$ cat src/rtl/padd_pkg.sv
// Shared types and saturating arithmetic helpers for the symmetric pre-adder tap.
// The saturating path of padd_sym_tap is built only when PADD_SAT_EN is defined.
package padd_pkg;

   localparam int W_DEFAULT = 18;

   typedef enum logic [1:0] {
      EMPTY   = 2'd0,
      FILLING = 2'd1,
      PRIMED  = 2'd2
   } fill_state_e;

   typedef struct packed {
      logic        ovf;
      logic [63:0] res;
   } sat_res_t;

   // Clamp a wide signed result into the signed range of a w-bit word.
   function automatic sat_res_t sat_clamp(input logic signed [64:0] s, input int w);
      logic signed [64:0] mx;
      logic signed [64:0] mn;
      sat_res_t           r;
      mx    = (65'sd1 <<< (w - 1)) - 65'sd1;
      mn    = -(65'sd1 <<< (w - 1));
      r.ovf = (s > mx) || (s < mn);
      if (s > mx)      r.res = mx[63:0];
      else if (s < mn) r.res = mn[63:0];
      else             r.res = s[63:0];
      return r;
   endfunction

   function automatic sat_res_t sat_add(input logic signed [63:0] a,
                                        input logic signed [63:0] b, input int w);
      return sat_clamp(65'(a) + 65'(b), w);
   endfunction

   function automatic sat_res_t sat_sub(input logic signed [63:0] a,
                                        input logic signed [63:0] b, input int w);
      return sat_clamp(65'(a) - 65'(b), w);
   endfunction

endpackage

$ cat src/rtl/padd_chain_sreg.sv
// W x DEPTH shift register with clock enable and async active-low clear.
// Exposes the first stage (head) and the last stage (tail).
module padd_chain_sreg #(
   parameter int W     = 18,
   parameter int DEPTH = 1
) (
   input  logic         clk,
   input  logic         resetn,
   input  logic         ce,
   input  logic [W-1:0] d,
   output logic [W-1:0] head,
   output logic [W-1:0] tail
);

   logic [DEPTH-1:0][W-1:0] r;

   always_ff @(posedge clk or negedge resetn) begin
      if (!resetn) begin
         r <= '0;
      end else if (ce) begin
         r[0] <= d;
         for (int k = 1; k < DEPTH; k++) r[k] <= r[k-1];
      end
   end

   assign head = r[0];
   assign tail = r[DEPTH-1];

endmodule

$ cat src/rtl/padd_sym_tap.sv
// Cascadable symmetric-FIR pre-adder tap: forward/backward sample chains, pre-add
// register and fill tracking. Define PADD_SAT_EN for saturating dout plus sat_flag.
module padd_sym_tap
   import padd_pkg::*;
#(
   parameter int W       = W_DEFAULT,
   parameter int DEPTH   = 1,
   parameter int ADD_SUB = 0
) (
   input  logic         clk,
   input  logic         resetn,
   input  logic         ce,
   input  logic [W-1:0] si,
   input  logic [W-1:0] sbi,
   input  logic         in_valid,
   output logic [W-1:0] so,
   output logic [W-1:0] sbo,
   output logic [W-1:0] dout,
   output logic         dout_valid,
`ifdef PADD_SAT_EN
   output logic         sat_flag,
`endif
   output logic         primed
);

   localparam int CW = $clog2(DEPTH + 1);

   logic [W-1:0]  f0, b0, dout_nx;
   logic          v0, v_tail_unused;
   fill_state_e   state, state_nx;
   logic [CW-1:0] cnt, cnt_nx;
   logic          primed_next;

   padd_chain_sreg #(.W(W), .DEPTH(DEPTH)) u_fwd (
      .clk(clk), .resetn(resetn), .ce(ce), .d(si), .head(f0), .tail(so));

   padd_chain_sreg #(.W(W), .DEPTH(DEPTH)) u_bwd (
      .clk(clk), .resetn(resetn), .ce(ce), .d(sbi), .head(b0), .tail(sbo));

   padd_chain_sreg #(.W(1), .DEPTH(DEPTH)) u_vld (
      .clk(clk), .resetn(resetn), .ce(ce), .d(in_valid), .head(v0), .tail(v_tail_unused));

   always_ff @(posedge clk or negedge resetn) begin
      if (!resetn) begin
         state <= EMPTY;
         cnt   <= '0;
      end else begin
         state <= state_nx;
         cnt   <= cnt_nx;
      end
   end

   // Any bubble discards the fill, so priming needs DEPTH back-to-back valid samples.
   always_comb begin
      state_nx = state;
      cnt_nx   = cnt;
      if (ce) begin
         if (!in_valid) begin
            state_nx = EMPTY;
            cnt_nx   = '0;
         end else begin
            case (state)
               EMPTY: begin
                  cnt_nx   = CW'(1);
                  state_nx = (DEPTH == 1) ? PRIMED : FILLING;
               end
               FILLING: begin
                  cnt_nx = cnt + 1'b1;
                  if (cnt == CW'(DEPTH - 1)) state_nx = PRIMED;
               end
               PRIMED: ;
               default: begin
                  state_nx = EMPTY;
                  cnt_nx   = '0;
               end
            endcase
         end
      end
   end

   always_comb begin
      primed      = (state == PRIMED);
      primed_next = (state_nx == PRIMED);
   end

`ifdef PADD_SAT_EN
   sat_res_t sat_r;
   logic     sat_nx;

   always_comb begin
      sat_r   = (ADD_SUB != 0) ? sat_sub(64'(signed'(f0)), 64'(signed'(b0)), W)
                               : sat_add(64'(signed'(f0)), 64'(signed'(b0)), W);
      dout_nx = sat_r.res[W-1:0];
      sat_nx  = sat_r.ovf;
   end
`else
   always_comb dout_nx = (ADD_SUB != 0) ? (f0 - b0) : (f0 + b0);
`endif

   always_ff @(posedge clk or negedge resetn) begin
      if (!resetn) begin
         dout       <= '0;
         dout_valid <= 1'b0;
`ifdef PADD_SAT_EN
         sat_flag   <= 1'b0;
`endif
      end else if (ce) begin
         dout       <= dout_nx;
         dout_valid <= v0 & primed_next;
`ifdef PADD_SAT_EN
         sat_flag   <= sat_nx;
`endif
      end
   end

endmodule

$ cat config.mk
export PLATFORM = sky130hd
export DESIGN_NAME = padd_sym_tap
export DESIGN_NICKNAME = d
export VERILOG_FILES = /design/src/rtl/padd_pkg.sv /design/src/rtl/padd_chain_sreg.sv /design/src/rtl/padd_sym_tap.sv
export SDC_FILE = /design/constraint.sdc
export NUM_CORES = 1
export LEC_CHECK = 0
export ABC_AREA = 1
export CAP_MARGIN = 10
export CORE_MARGIN = 1.5
export CORE_UTILIZATION = 51
export CTS_CLUSTER_SIZE = 24
export DETAILED_ROUTE_END_ITERATION = 8
export PLACE_DENSITY = 0.86
export RECOVER_POWER = 50
export SYNTH_ARGS = -nofsm -noshare
export SYNTH_HDL_FRONTEND = slang
export SYNTH_SLANG_ARGS = --single-unit
export TNS_END_PERCENT = 5
$ cat constraint.sdc
create_clock -name clk -period 2.7 [get_ports clk]
set_input_delay 0.54 -clock clk [delete_from_list [all_inputs] [get_ports clk]]
set_output_delay 0.54 -clock clk [all_outputs]
set_load 0.005 [all_outputs]
Yosys cells after proc, flatten, opt, wreduce, memory -nomap -nowiden
Index checks and enable logic that the tools add are counted. W data, S select, Z words.

Add/subtract/negate cells: 2. Equality and inequality tests: 4. Mux-type cells: 6. Bitwise gates (word level): 1. Reductions and logical operators: 2.

Operator list (count): $add A18 B18 Y18 (1); $mux W2 (3); $pmux W2 S3 (1); $eq A2 B2 Y1 const B (2); $pmux W1 S3 (1); $eq A2 B1 Y1 const B (1); $logic_not A2 Y1 (1); $ne A2 B2 Y1 const B (1); $reduce_and A2 Y1 (1); $add A1 B1 Y1 const B (1); $and A1 B1 Y1 (1); $mux W1 (1).

Bits in registers: 59. Input port bits: 40.

Depth between registers and ports, before layout
Word-level depth: 6. Mapped depth: 13. Depth with buffers taken out: 13.

Modules after synthesis
A second synthesis with hierarchy kept.

Cells, all modules: 470. Area, all modules: 3582.2 µm².

Modules (own cells, without submodules): padd_sym_tap (instances 1, cells an instance 276, area an instance 1843.0 µm², seq. area each 550.5 µm²); padd_chain_sreg at u_bwd ... (instances 2, cells an instance 94, area an instance 845.8 µm², seq. area each 450.4 µm²); padd_chain_sreg at u_vld (instances 1, cells an instance 6, area an instance 47.5 µm², seq. area each 25.0 µm²).

Worst setup path before layout
Ideal clock, no wire load.

Path kind: register to register. Start: reg u_fwd.r, in the netlist u_fwd.head[0]. End: reg dout[14]. Data arrival time: 1.671 ns. Data required time: 2.583 ns. Path slack: 0.912 ns. Stages on the path, launching flop included: 14. Path buffers: 0. Period minus slack after synthesis: 1.788 ns. Path through: dfrtp_1 > ha_1 > inv_1 > fa_1 > inv_1 > nand2_1 > o21ai_2 > nand2_1 > nand2_2 > nand2_1 > nand2_1 > nand2_1 > nand3_1 > nand2_1.

Word-level cells in the longest chain between the ends: 1.

Ends and longest elaborated chain: from (decl) (line padd_chain_sreg.sv:15) `logic [DEPTH-1:0][W-1:0] r;`; $add A18 B18 Y18 (line padd_sym_tap.sv:97) `always_comb dout_nx = (ADD_SUB != 0) ? (f0 - b0) : (f0 + b0);`; to (signal assigned) (line padd_sym_tap.sv:108) `dout <= dout_nx;`; to (decl) (line padd_sym_tap.sv:18) `output logic [W-1:0] dout,`.

Every way passes these cells. A chain may end at the register's enable or synchronous reset.

Worst setup path in the final report
Start: in ce. End: reg dout[4].

RTL lines: from (decl) (line padd_sym_tap.sv:12) `input logic ce,`.

No word-level cell between the ends.

==> impl_metrics.tcl <==
set metrics [dict create \
    drv_cap 1 \
    synth.area.mux_share_pct 0 \
    synth_xor_area_share_pct 1.636 \
    clock_latency_ps 340 \
    clock_sinks 59 \
    syn_to_final_growth_pct 37.85 \
    first_iter_violations 160 \
    r2r-start "u_bwd.head[0]" \
    post-cts-setup-buffers 0 \
    ir_worst_vdd_v 0.0003911 \
    crit_fanout 59 \
    routedWlPerCell_um 13.64 \
    dpl.hpwl_mm 5.985 \
    pin_count 96 \
    routed_wl_mm 8.183 \
    crit_type "in2reg" \
    gp_congestion 0.8671 \
    syn_inst 423 \
    p_per_area_nw_per_um2 638.1 \
    synth_fa_ha_area_share_pct 7.243 \
    worst_slack_ps 608.2 \
    grt_antenna_before_repair 0 \
    grt_usage_pct 26.75 \
    slew_violations 60 \
    start_util_pct 53.63 \
    synth_area_sq_um 3213 \
    path_clk_slew_ps 70 \
    cp_slowest_cell "inv_1" \
    grt_overflow_total 0 \
    hp-class "in2async" \
    multi_input_area_sq_um 1553 \
    min_period_ps 2092 \
    grt_pass1_vias 2993 \
    fmax_ghz 0.4781 \
    htreeDepth 3 \
    fillers 437 \
    yosysUniqueCellTypes 30 \
    critPathLaunchType "primary input" \
    root_buffer "clkbuf_8" \
    grt_setup_unrepaired "no" \
    slowest_delay_ps 1210 \
    worstRegToRegCells 13 \
    nets 578 \
    finalClockSkew_ps 9.774 \
    cts_resized 0 \
    cts_buffer_depth 2 \
    violations "capacitance limit, slew limit" \
    synth.yosys.seq_area_share_pct 45.95 \
    crit_required_ps 2850 \
    tightest_slew_ps 1621 \
    grt_max_degree 60 \
    setup_viol 0 \
    ant_nets 0 \
    die_height_um 82.38 \
    core_sq_um 5991 \
    drive_above_1_share_pct 6.286 \
    drt-pass1-iter-count 5 \
    cts_hold_buf 0 \
    vias 3088 \
    portBuffers 95 \
    cts_tree "built" \
    end_kind "flop" \
    synth_top_family_by_area "simple AND/OR/NAND/NOR gates" \
    seqCellArea_sq_um 1476 \
    yosys_warnings 0 \
    avgSynthCellArea_sq_um 7.596 \
    grt_pass1_wl_mm 13.57 \
    slew_headroom_pct -8.189 \
    p_leak_uw 0.002247 \
    timing.rr.end "dout[16]" \
    total_power_uw 2826 \
    drc 0 \
    path_cells "buf_2 > inv_1 > o21ai_0" \
    row_count 28 \
    ys_seq_elements 59 \
    synth_compound_area_share_pct 6.425 \
    cts-buffers-inserted 9 \
    synthSimpleGateAreaFrac_pct 33.02 \
    post-route-period-util_pct 77.48 \
    status "finished with violations" \
    syn_nets 481 \
    regToRegSetupSlack_ps 680 \
    die_area_sq_um 6786 \
    num_antenna_cells 0 \
    die_width_um 82.38 \
    worstPathArrival_ps 2250 \
    fin_setup_tns_ps 0 \
    pre_cts_ws_ps 719.8 \
    viasPerCell 5.147 \
    hold_viol_final 0 \
]
[synthesized netlist by cell type (all sizes together)]
master  count  share of area [%]
and2        2               0.39
a21oi      13                2.4
a32o        1               0.31
o211ai      1               0.23
nor2       19                2.4
ha         17                6.6
inv        33                3.9
nand2     208                 25
buf         6                1.2
nand3      22                3.6
clkbuf      6               0.70
o32ai       1               0.27
dfrtp      59                 46
xnor2       6                1.6
fa          1               0.62
nor3        3               0.47
nand3b      5                1.2
a31oi       1               0.19
o21ai      18                3.0
nand4       1               0.19
[worst max path at each step]
stage	start	to	cells past startpoint
finish	ce	dout[4]	3
global route	ce	dout[4]	3
CTS	u_bwd.head[0]	dout[16]	13
detailed placement	u_bwd.head[0]	dout[16]	13
global placement	u_fwd.head[0]	dout[14]	13
floorplan	u_fwd.head[0]	dout[14]	13
[cell type report]
class                   instances  area share (%)
flip-flops and latches         59           33.33
repair buffers                 98           21.55
well taps                      75           2.119
clock buffers                  12           3.503
clock inverters                 4           1.638
inverters                      33           2.797
multi-input cells             319           35.06
[sequential cells by signal, summed over array words and instances, names as in the netlist]
signal and cells:
cnt 1, dout 18, dout_valid 1, state 2, u_bwd.head 18, u_fwd.head 18
u_vld.head 1
[routing by layer]
layer | share of wire (%) | vias to the layer above | track usage (%)
met4 | 2.2 | 0 | 12.03
li1 | - | 1518 | -
met5 | 0 | - | 0
met1 | 44 | 1450 | 35.50
met2 | 48 | 99 | 41.14
met3 | 5.1 | 21 | 6.593
[worst max-delay path: cells and delay by family]
kind | cells | cell delay [ps]
buffers and inverters | 2 | 1440
AOI/OAI and AO/OA | 1 | 250
[cell usage in the layout (no fill, tap or decap), drive strengths merged, types with 2 or more instances in the layout]
cell type	instances
buf	2
nor3	3
a21oi	13
inv	33
nor2	19
dlygate4sd3	3
o21ai	18
clkbuf	15
clkdlybuf4s50	90
bufinv	2
xnor2	6
nand3	22
ha	17
dfrtp	59
and2	2
nand3b	5
nand2	208
[power breakdown]
| part | internal [uW] | leakage (uW) | switching (uW) |
|---|---|---|---|
| logic | 420 | 0.00141 | 396 |
| clock network | 569 | 0.000113 | 352 |
| registers | 1000 | 0.000720 | 88.4 |
| total | 1990 | 0.00225 | 836 |
[through the flow]
step           util [%]  hold WS, ps  cell area, sq um  instances
2_1_floorplan         -        244.4              3213        423
6_report          73.93        414.5              4429        600
5_1_grt           73.93        511.4              4429        600
4_1_cts           74.08        171.1              4438        600
3_3_place_gp      70.28        456.6              4210        584
3_5_place_dp      70.28        458.6              4210        584
[cell families after synthesis]
group                      count (synthesis)
DFF                                       59
buffers and inverters                     45
adders and majority gates                 18
and+or+nand+nor                          260
AOI/OAI and AO/OA                         35
xor gates and xnor gates                   6
Note: power is estimated with default switching activity, not from simulation.
